$ cat config.mk
export PLATFORM = sky130hd
export DESIGN_NAME = lsu
export DESIGN_NICKNAME = d
export VERILOG_FILES = /design/src/rtl/lsu_pkg.sv /design/src/rtl/lsu_align.sv /design/src/rtl/lsu.sv
export SDC_FILE = /design/constraint.sdc
export NUM_CORES = 1
export LEC_CHECK = 0
export CAP_MARGIN = 10
export CORE_MARGIN = 2
export CORE_UTILIZATION = 30
export CTS_CLUSTER_DIAMETER = 60
export DETAILED_ROUTE_END_ITERATION = 16
export HOLD_SLACK_MARGIN = 0.02
export PLACE_DENSITY = 0.56
export SETUP_SLACK_MARGIN = 0.2
export SYNTH_ARGS = -nofsm -noshare
export SYNTH_HDL_FRONTEND = slang
export SYNTH_HIERARCHICAL = 1
export SYNTH_SLANG_ARGS = --single-unit
$ cat constraint.sdc
create_clock -name clk -period 4.7 [get_ports clk]
set_clock_uncertainty 0.1 [all_clocks]
set_input_delay 0.705 -clock clk [delete_from_list [all_inputs] [get_ports clk]]
set_output_delay 0.705 -clock clk [all_outputs]
set_load 0.02 [all_outputs]
$ cat src/rtl/lsu_pkg.sv
// Shared types for the load/store unit: FSM state encoding and access sizes.
package lsu_pkg;

   typedef enum logic [1:0] {
      LSU_IDLE       = 2'd0,
      LSU_REQUESTING = 2'd1,
      LSU_WAITING    = 2'd2,
      LSU_DONE       = 2'd3
   } lsu_state_t;

   typedef enum logic [1:0] {
      MEM_B = 2'b00,
      MEM_H = 2'b01,
      MEM_W = 2'b10
   } mem_size_t;

endpackage : lsu_pkg

$ cat src/rtl/lsu_align.sv
// Combinational lane logic: misalign detection, byte enables, store lane shift
// and load extract/extend for a 32-bit word with 4 byte lanes.
module lsu_align
   import lsu_pkg::*;
(
   input  logic [1:0]  size_i,
   input  logic [1:0]  addr_lo_i,
   input  logic        unsigned_i,
   input  logic [31:0] store_data_i,
   input  logic [31:0] resp_data_i,
   output logic        misalign_o,
   output logic [3:0]  we_o,
   output logic [31:0] store_lane_o,
   output logic [31:0] load_data_o
);

   logic [4:0]  shamt_s;
   logic [31:0] raw_s;

   assign shamt_s = {addr_lo_i, 3'b000};
   assign raw_s   = resp_data_i >> shamt_s;

   // Size-dependent enables, store placement and load extension
   always_comb begin
      misalign_o   = 1'b0;
      we_o         = 4'b0000;
      store_lane_o = 32'h0000_0000;
      load_data_o  = 32'h0000_0000;
      case (size_i)
         MEM_B: begin
            we_o         = 4'b0001 << addr_lo_i;
            store_lane_o = {24'h00_0000, store_data_i[7:0]} << shamt_s;
            load_data_o  = unsigned_i ? {24'h00_0000, raw_s[7:0]}
                                      : {{24{raw_s[7]}}, raw_s[7:0]};
         end
         MEM_H: begin
            misalign_o   = addr_lo_i[0];
            we_o         = 4'b0011 << addr_lo_i;
            store_lane_o = {16'h0000, store_data_i[15:0]} << shamt_s;
            load_data_o  = unsigned_i ? {16'h0000, raw_s[15:0]}
                                      : {{16{raw_s[15]}}, raw_s[15:0]};
         end
         MEM_W: begin
            misalign_o   = (addr_lo_i != 2'b00);
            we_o         = 4'b1111;
            store_lane_o = store_data_i;
            load_data_o  = raw_s;
         end
         default: begin
            misalign_o = 1'b1;
         end
      endcase
   end

endmodule : lsu_align

$ cat src/rtl/lsu.sv
// Per-thread load/store unit: issues one request on the memory controller's
// valid/ready port, aligns the response and holds the result until retire.
module lsu
   import lsu_pkg::*;
#(
   parameter int DATA_WIDTH = 32,
   parameter int ADDR_WIDTH = 32,
   parameter int BYTES      = 4
) (
   input  logic                  clk,
   input  logic                  reset,
   input  logic                  start,
   input  logic                  mem_read_en,
   input  logic                  mem_write_en,
   input  logic [1:0]            mem_size,
   input  logic                  mem_unsigned,
   input  logic [ADDR_WIDTH-1:0] addr,
   input  logic [DATA_WIDTH-1:0] store_data,
   input  logic                  retire,
   output logic                  req_valid,
   input  logic                  req_ready,
   output logic [BYTES-1:0]      req_we,
   output logic [ADDR_WIDTH-1:0] req_addr,
   output logic [DATA_WIDTH-1:0] req_data,
   input  logic                  req_resp_valid,
   input  logic [DATA_WIDTH-1:0] req_resp_data,
   output logic [1:0]            lsu_state,
   output logic [DATA_WIDTH-1:0] lsu_out,
   output logic                  lsu_err
);

   lsu_state_t            state_q, state_d;
   logic                  req_valid_q, req_valid_d;
   logic [BYTES-1:0]      req_we_q, req_we_d;
   logic [ADDR_WIDTH-1:0] req_addr_q, req_addr_d;
   logic [DATA_WIDTH-1:0] req_data_q, req_data_d;
   logic [DATA_WIDTH-1:0] lsu_out_q, lsu_out_d;
   logic                  lsu_err_q, lsu_err_d;
   logic                  is_load_q, is_load_d;
   logic [1:0]            size_q, size_d;
   logic                  uns_q, uns_d;

   logic                  in_idle_s, op_s, illegal_s, misalign_s, resp_hit_s;
   logic [1:0]            al_size_s, al_addr_s;
   logic                  al_uns_s;
   logic [3:0]            al_we_s;
   logic [31:0]           al_st_s, al_ld_s;

   // In IDLE the aligner sees the incoming op; afterwards the latched one
   assign in_idle_s  = (state_q == LSU_IDLE);
   assign al_size_s  = in_idle_s ? mem_size     : size_q;
   assign al_addr_s  = in_idle_s ? addr[1:0]    : req_addr_q[1:0];
   assign al_uns_s   = in_idle_s ? mem_unsigned : uns_q;
   assign op_s       = start && (mem_read_en || mem_write_en);
   assign illegal_s  = misalign_s || (mem_read_en && mem_write_en);
   assign resp_hit_s = req_resp_valid &&
                       (((state_q == LSU_REQUESTING) && req_ready) || (state_q == LSU_WAITING));

   lsu_align u_align (
      .size_i       (al_size_s),
      .addr_lo_i    (al_addr_s),
      .unsigned_i   (al_uns_s),
      .store_data_i (store_data),
      .resp_data_i  (req_resp_data),
      .misalign_o   (misalign_s),
      .we_o         (al_we_s),
      .store_lane_o (al_st_s),
      .load_data_o  (al_ld_s)
   );

   // State and output registers
   always_ff @(posedge clk) begin
      if (reset) begin
         state_q     <= LSU_IDLE;
         req_valid_q <= 1'b0;
         req_we_q    <= {BYTES{1'b0}};
         req_addr_q  <= {ADDR_WIDTH{1'b0}};
         req_data_q  <= {DATA_WIDTH{1'b0}};
         lsu_out_q   <= {DATA_WIDTH{1'b0}};
         lsu_err_q   <= 1'b0;
         is_load_q   <= 1'b0;
         size_q      <= 2'b00;
         uns_q       <= 1'b0;
      end else begin
         state_q     <= state_d;
         req_valid_q <= req_valid_d;
         req_we_q    <= req_we_d;
         req_addr_q  <= req_addr_d;
         req_data_q  <= req_data_d;
         lsu_out_q   <= lsu_out_d;
         lsu_err_q   <= lsu_err_d;
         is_load_q   <= is_load_d;
         size_q      <= size_d;
         uns_q       <= uns_d;
      end
   end

   // Next-state logic
   always_comb begin
      state_d = state_q;
      case (state_q)
         LSU_IDLE: begin
            if (op_s) begin
               state_d = illegal_s ? LSU_DONE : LSU_REQUESTING;
            end else begin
               state_d = LSU_IDLE;
            end
         end
         LSU_REQUESTING: begin
            if (req_ready) begin
               state_d = req_resp_valid ? LSU_DONE : LSU_WAITING;
            end else begin
               state_d = LSU_REQUESTING;
            end
         end
         LSU_WAITING: begin
            if (req_resp_valid) begin
               state_d = LSU_DONE;
            end else begin
               state_d = LSU_WAITING;
            end
         end
         LSU_DONE: begin
            if (retire) begin
               state_d = LSU_IDLE;
            end else begin
               state_d = LSU_DONE;
            end
         end
         default: state_d = LSU_IDLE;
      endcase
   end

   // Next values of the registered request/result outputs
   always_comb begin
      req_valid_d = req_valid_q;
      req_we_d    = req_we_q;
      req_addr_d  = req_addr_q;
      req_data_d  = req_data_q;
      lsu_out_d   = lsu_out_q;
      lsu_err_d   = lsu_err_q;
      is_load_d   = is_load_q;
      size_d      = size_q;
      uns_d       = uns_q;
      if (in_idle_s && op_s) begin
         lsu_err_d = illegal_s;
         if (!illegal_s) begin
            req_valid_d = 1'b1;
            req_addr_d  = addr;
            req_we_d    = mem_write_en ? al_we_s : {BYTES{1'b0}};
            req_data_d  = mem_write_en ? al_st_s : {DATA_WIDTH{1'b0}};
            is_load_d   = mem_read_en;
            size_d      = mem_size;
            uns_d       = mem_unsigned;
         end else begin
            req_valid_d = 1'b0;
         end
      end else if ((state_q == LSU_REQUESTING) && req_ready) begin
         req_valid_d = 1'b0;
      end else begin
         req_valid_d = req_valid_q;
      end
      if (resp_hit_s && is_load_q) begin
         lsu_out_d = al_ld_s;
      end else begin
         lsu_out_d = lsu_out_q;
      end
   end

   assign lsu_state = state_q;
   assign req_valid = req_valid_q;
   assign req_we    = req_we_q;
   assign req_addr  = req_addr_q;
   assign req_data  = req_data_q;
   assign lsu_out   = lsu_out_q;
   assign lsu_err   = lsu_err_q;

endmodule : lsu

Word-level counts from Yosys, hierarchy flattened
Index checks and enable logic that the tools add are counted.
{"block": "op_classes", "n_mul": 0, "eq_ne": 5, "div": 0, "addsub": 0, "magnitude_cmp": 0, "n_mux": 20, "n_shift": 5, "n_reduce_logical": 14, "bitwise": 1}
{"operator": "$pmux 32 s3", "n": 2}
{"operator": "$mux 32", "n": 3}
{"operator": "$shl 16x5->32", "n": 1}
{"operator": "$shl 8x5->32", "n": 1}
{"operator": "$shr 32x5->32", "n": 1}
{"operator": "$mux 2", "n": 6}
{"operator": "$pmux 4 s3", "n": 1}
{"operator": "$pmux 2 s4", "n": 1}
{"operator": "$eq 2x2->1 const B", "n": 3}
{"operator": "$logic_and 1x1->1", "n": 6}
{"operator": "$mux 1", "n": 5}
{"operator": "$eq 2x1->1 const B", "n": 2}
{"operator": "$logic_not 2->1", "n": 2}
{"operator": "$mux 4", "n": 1}
{"operator": "$reduce_bool 2->1", "n": 2}
{"operator": "$shl 1x2->4 const A", "n": 1}
{"operator": "$shl 2x2->4 const A", "n": 1}
{"operator": "$logic_or 1x1->1", "n": 3}
{"operator": "$pmux 1 s3", "n": 1}
{"operator": "$reduce_and 2->1", "n": 1}
{"operator": "$not 1->1", "n": 1}
{"block": "totals", "inputBits": 107, "elab_cells": 55, "mem_count": 0, "mem_bits_rw": 0, "regBits": 108, "out_inout_bits": 104, "latchBits": 0, "mem_bits_ro": 0}

Logic depth before layout (Yosys ltp)
{"block": "logic_depth", "word_depth": 8, "depth_mapped": 13, "ltp_nobuf": 9}

Modules after synthesis
The synthesis kept the hierarchy.
{"module": "lsu", "cells_each": 616, "n_inst": 1, "area_each_um2": 4986.0, "seq_area_each_um2": 2162.1}
{"module": "lsu_align", "cells_each": 197, "n_inst": 1, "area_each_um2": 1243.7, "seq_area_each_um2": 0.0}

Least setup slack after synthesis
Ideal clock, no wire load.
{"block": "synth_timing", "kind": "reg-to-reg", "start": "reg state_q[0], in the netlist lsu_state[0]", "end": "reg req_data_q[27], in the netlist req_data[27]", "period_less_slack_ps": 3421, "path_stages_with_launch": 14, "n_path_buf": 6, "t_arrival_ps": 3250, "t_required_ps": 4530, "setup_time_ps": 70, "setup_slack_ps": 1279, "path_cell_list": "dfxtp_1 buf_4 nor2_1 mux2_2 buf_6 clkbuf_1 clkbuf_1 nor3_1 a21oi_1 or4b_4 buf_6 buf_6 or3_1 a21oi_1"}
{"block": "synth_via", "elab_chain_cells": 7, "elab_cells_between_ends": 16, "classes_between": "eq/ne (2); shift (2); mux (5); bitwise (1); reduce/logical (6)"}
{"item": "start, declared", "line": "lsu.sv:32", "text": "lsu_state_t state_q, state_d;"}
{"item": "start signal, assigned", "line": "lsu.sv:85", "text": "state_q <= state_d;"}
{"item": "$logic_not 2->1", "line": "lsu.sv:50", "text": "assign in_idle_s = (state_q == LSU_IDLE);"}
{"item": "$mux 2", "line": "lsu.sv:52", "text": "assign al_addr_s = in_idle_s ? addr[1:0] : req_addr_q[1:0];"}
{"item": "via al_addr_s[1]", "line": "lsu.sv:44", "text": "logic [1:0] al_size_s, al_addr_s;"}
{"item": "$reduce_bool 2->1", "line": "lsu_align.sv:44", "text": "misalign_o = (addr_lo_i != 2'b00);"}
{"item": "$pmux 1 s3", "line": "lsu_align.sv:29", "text": "case (size_i)"}
{"item": "via misalign_s", "line": "lsu.sv:43", "text": "logic in_idle_s, op_s, illegal_s, misalign_s, resp_hit_s;"}
{"item": "$logic_or 1x1->1", "line": "lsu.sv:55", "text": "assign illegal_s = misalign_s || (mem_read_en && mem_write_en);"}
{"item": "$not 1->1 (no source line)"}
{"item": "$reduce_and 2->1 (no source line)"}
{"item": "end signal, assigned", "line": "lsu.sv:78", "text": "req_data_q <= {DATA_WIDTH{1'b0}};"}
{"item": "end signal, assigned", "line": "lsu.sv:89", "text": "req_data_q <= req_data_d;"}
{"item": "end, declared", "line": "lsu.sv:36", "text": "logic [DATA_WIDTH-1:0] req_data_q, req_data_d;"}
The timed path passes the listed nets, and every way through them passes these cells.
A chain may end at the register's enable or synchronous reset.

Worst setup path after layout
{"block": "layout_timing", "start": "reg state_q[0], in the netlist lsu_state[0]", "end": "reg req_addr_q[31], in the netlist req_addr[31]"}
{"block": "layout_via", "elab_chain_cells": 7, "elab_cells_between_ends": 12, "classes_between": "eq/ne (2); mux (3); bitwise (1); reduce/logical (6)"}
{"item": "$logic_not 2->1 *", "line": "lsu.sv:50"}
{"item": "$mux 2 *", "line": "lsu.sv:51", "text": "assign al_size_s = in_idle_s ? mem_size : size_q;"}
{"item": "via al_size_s[0]", "line": "lsu.sv:44"}
{"item": "$eq 2x2->1 (tied with other cells)", "line": "lsu_align.sv:29"}
{"item": "$pmux 1 s3 *", "line": "lsu_align.sv:29"}
{"item": "via misalign_s", "line": "lsu.sv:43"}
{"item": "$logic_or 1x1->1 *", "line": "lsu.sv:55"}
{"item": "$not 1->1 (no source line) *"}
{"item": "$reduce_and 2->1 (no source line) *"}
{"item": "end signal, assigned", "line": "lsu.sv:77", "text": "req_addr_q <= {ADDR_WIDTH{1'b0}};"}
{"item": "end signal, assigned", "line": "lsu.sv:88", "text": "req_addr_q <= req_addr_d;"}
{"item": "end, declared", "line": "lsu.sv:35", "text": "logic [ADDR_WIDTH-1:0] req_addr_q, req_addr_d;"}
The timed path passes the listed nets; every way through them passes the cells marked *.

==> impl_metrics.env <==
export IMPL_status="completed"
export IMPL_hpwl_mm=14.5
export IMPL_grt_pass1_wl_mm=33.2
export IMPL_cts_sinks=108
export IMPL_clock_path_buffers=2
export IMPL_cts_resized=0
export IMPL_async_reset_ff_frac=0
export IMPL_synthFlopType="dfxtp_1"
export IMPL_netlist_top_cells_area="dfxtp_1 35%, nand2_1 10%, mux2i_1 7.2%"
export IMPL_ys_types=47
export IMPL_synth_most_common_cell="nand2_1"
export IMPL_fmax_ghz=0.268
export IMPL_min_delay_start="req_addr[30]"
export IMPL_tightest_slew_ns=1.20
export IMPL_clk_latency_ns=0.37
export IMPL_pre_cts_ws_ns=0.798
export IMPL_avgSynthCellArea_um2=7.66
export IMPL_final_layout_size_suffix_gt1_frac=0.0539
export IMPL_rsz0062_at_grt="false"
export IMPL_start_util=0.307
export IMPL_cts_tree="done"
export IMPL_synth_common_cells="173 x nand2_1, 108 x dfxtp_1, 66 x nand3_1, 63 x clkbuf_1, 57 x o21ai_0"
export IMPL_cellLeakagePower_nw=2.95
export IMPL_grtUsageTotal=0.188
export IMPL_cts_buffers=9
export IMPL_post_cts_setup_buffer_count=0
export IMPL_synth_edf_count=0
export IMPL_ys_seq_elements=108
export IMPL_htree_levels=3
export IMPL_crit_path_end_kind="flop"
export IMPL_drv_slew=0
export IMPL_hold_class="flop to flop"
export IMPL_pin_count=211
export IMPL_syn_inst=813
export IMPL_cp_required_ns=4.89
export IMPL_start_kind="flop"
export IMPL_antenna_found_initial=0
export IMPL_critPathKind="flop to flop"
export IMPL_powerDensity_mw_per_mm2=327
export IMPL_grt_ovfl_total=0
export IMPL_maxCapViolations=0
export IMPL_grt_max_degree=74
export IMPL_gp_congestion=0.814
export IMPL_diodes=0
export IMPL_drc=0
export IMPL_crit_path_start="lsu_state[0]"
export IMPL_avgRoutedWirePerCell_um=17.1
export IMPL_ant_nets=0
export IMPL_peakVddDrop_mv=0.229
export IMPL_drt_iter0_markers=488
export IMPL_hold_viol_final=0
export IMPL_fillers=2109
export IMPL_maxSlewHeadroom=0.200
export IMPL_fp_coreArea_mm2=0.0203
export IMPL_die_area_mm2=0.0219
export IMPL_die_y_um=148
export IMPL_post_route_period_util=0.793
export IMPL_vias=6393
export IMPL_path_clk_slew_ns=0.08
export IMPL_ys_warn_count=6
export IMPL_syn_to_final_growth_pct=38.8
export IMPL_final_area_mm2=0.00864
export IMPL_syn_area_mm2=0.00623
export IMPL_dpl_cell_area_mm2=0.00836
export IMPL_via_per_inst=5.18
export IMPL_worst_slack_ns=0.971
export IMPL_grt_pass1_vias=6021
export IMPL_syn_num_nets=920
export IMPL_seq_area_frac_synth=0.347
export IMPL_rows=52
export IMPL_nets=1066
export IMPL_utilization=0.426
export IMPL_holdWs_ns=0.358
export IMPL_setup_viol=0
export IMPL_cts_root_buf="clkbuf_16"
export IMPL_placement_io_buffers=210
export IMPL_die_width_um=148
export IMPL_fin_crit_ns=3.73
export IMPL_first_pass_iters=7
export IMPL_synth_top_area_cell="dfxtp_1"
export IMPL_ctsHoldBuffers=0
export IMPL_cp_max_fo=73
export IMPL_reg2reg_from="lsu_state[0]"
export IMPL_cp_arrival_ns=3.92
export IMPL_totalWireLength_mm=21.1
export IMPL_fin_setup_tns_ns=0
export IMPL_synth_top_cell_area_share=0.347
registers in the layout (all words and copies together) (netlist names), 2 cells and up:
| register | cells |
|---|---|
| req_addr | 32 |
| req_data | 32 |
| lsu_out | 32 |
| size_q | 2 |
| lsu_state | 2 |
| req_we | 4 |
worst paths after layout:
kind                            slack [ns]            to  cells past startpoint
worst max register to register        0.97  req_addr[31]                      7
worst min register to register        0.36  req_addr[30]                      2
worst min-delay path                  0.36  req_addr[30]                      2
worst max-delay path                  0.97  req_addr[31]                      7
critical path, stage by stage, from the launching register on:
cell     delay, ns
dfxtp_1       0.41
nor2_1        0.48
mux2_2        0.52
nor3_1        0.23
a21oi_1       0.09
or4b_4        0.80
nor2_8        0.73
mux2i_1       0.27
metrics by stage:
| stage | cells | power (mW) |
|---|---|---|
| floorplan | 813 | 1.75 |
| global placement | 1218 | 2.08 |
| detailed placement | 1218 | 2.08 |
| CTS | 1234 | 2.86 |
| global route | 1234 | 2.98 |
| finish | 1234 | 2.83 |
area by class of cell:
class | instances | area [µm²] | area share
Clock buffer | 11 | 243 | 0.0281
Sequential cell | 108 | 2160 | 0.250
Tap cell | 270 | 338 | 0.0391
Multi-Input combinational cell | 615 | 3660 | 0.424
Clock inverter | 5 | 42.5 | 0.00492
Timing Repair Buffer | 222 | 2190 | 0.253
Inverter | 3 | 11.3 | 0.00130
cell families after synthesis:
kind of cell	count (synthesis)	share of synthesized area
AO/OA/AOI/OAI	198	0.207
XOR/XNOR	1	0.00261
adder cells (fa/ha/maj)	1	0.00161
buffers and inverters	90	0.0679
flip-flops	108	0.347
multiplexers	58	0.0976
AND/OR/NAND/NOR	357	0.276
layout by cell type, fill, tap and decap left out, types with 3 or more instances in the layout:
cell	n
a211oi_1	14
a21oi_1	41
a221o_1	7
a22oi_1	15
buf_4	12
clkbuf_16	9
clkdlybuf4s50_1	209
dfxtp_1	108
inv_6	3
mux2_2	12
mux2i_1	45
nand2_1	173
nand2b_1	4
nand3_1	66
nor2_1	8
nor2b_1	51
nor3_1	5
o2111ai_1	32
o21ai_0	57
o21ai_1	6
o22ai_1	8
o31ai_1	7
or3_1	36
power by group:
| part | internal [mW] | switching (mW) | total [mW] |
|---|---|---|---|
| combinational | 0.423 | 0.633 | 1.06 |
| clock | 0.382 | 0.383 | 0.766 |
| sequential | 0.970 | 0.0366 | 1.01 |
| total | 1.78 | 1.05 | 2.83 |
metal layers:
layer | part of all wire | up-vias | global-route usage
met2 | 0.45 | 193 | 0.289
met1 | 0.46 | 2997 | 0.260
li1 | - | 3179 | -
met3 | 0.072 | 24 | 0.0423
met5 | 0 | - | 0
met4 | 0.021 | 0 | 0.0648
(Power assumes the default switching activity.)
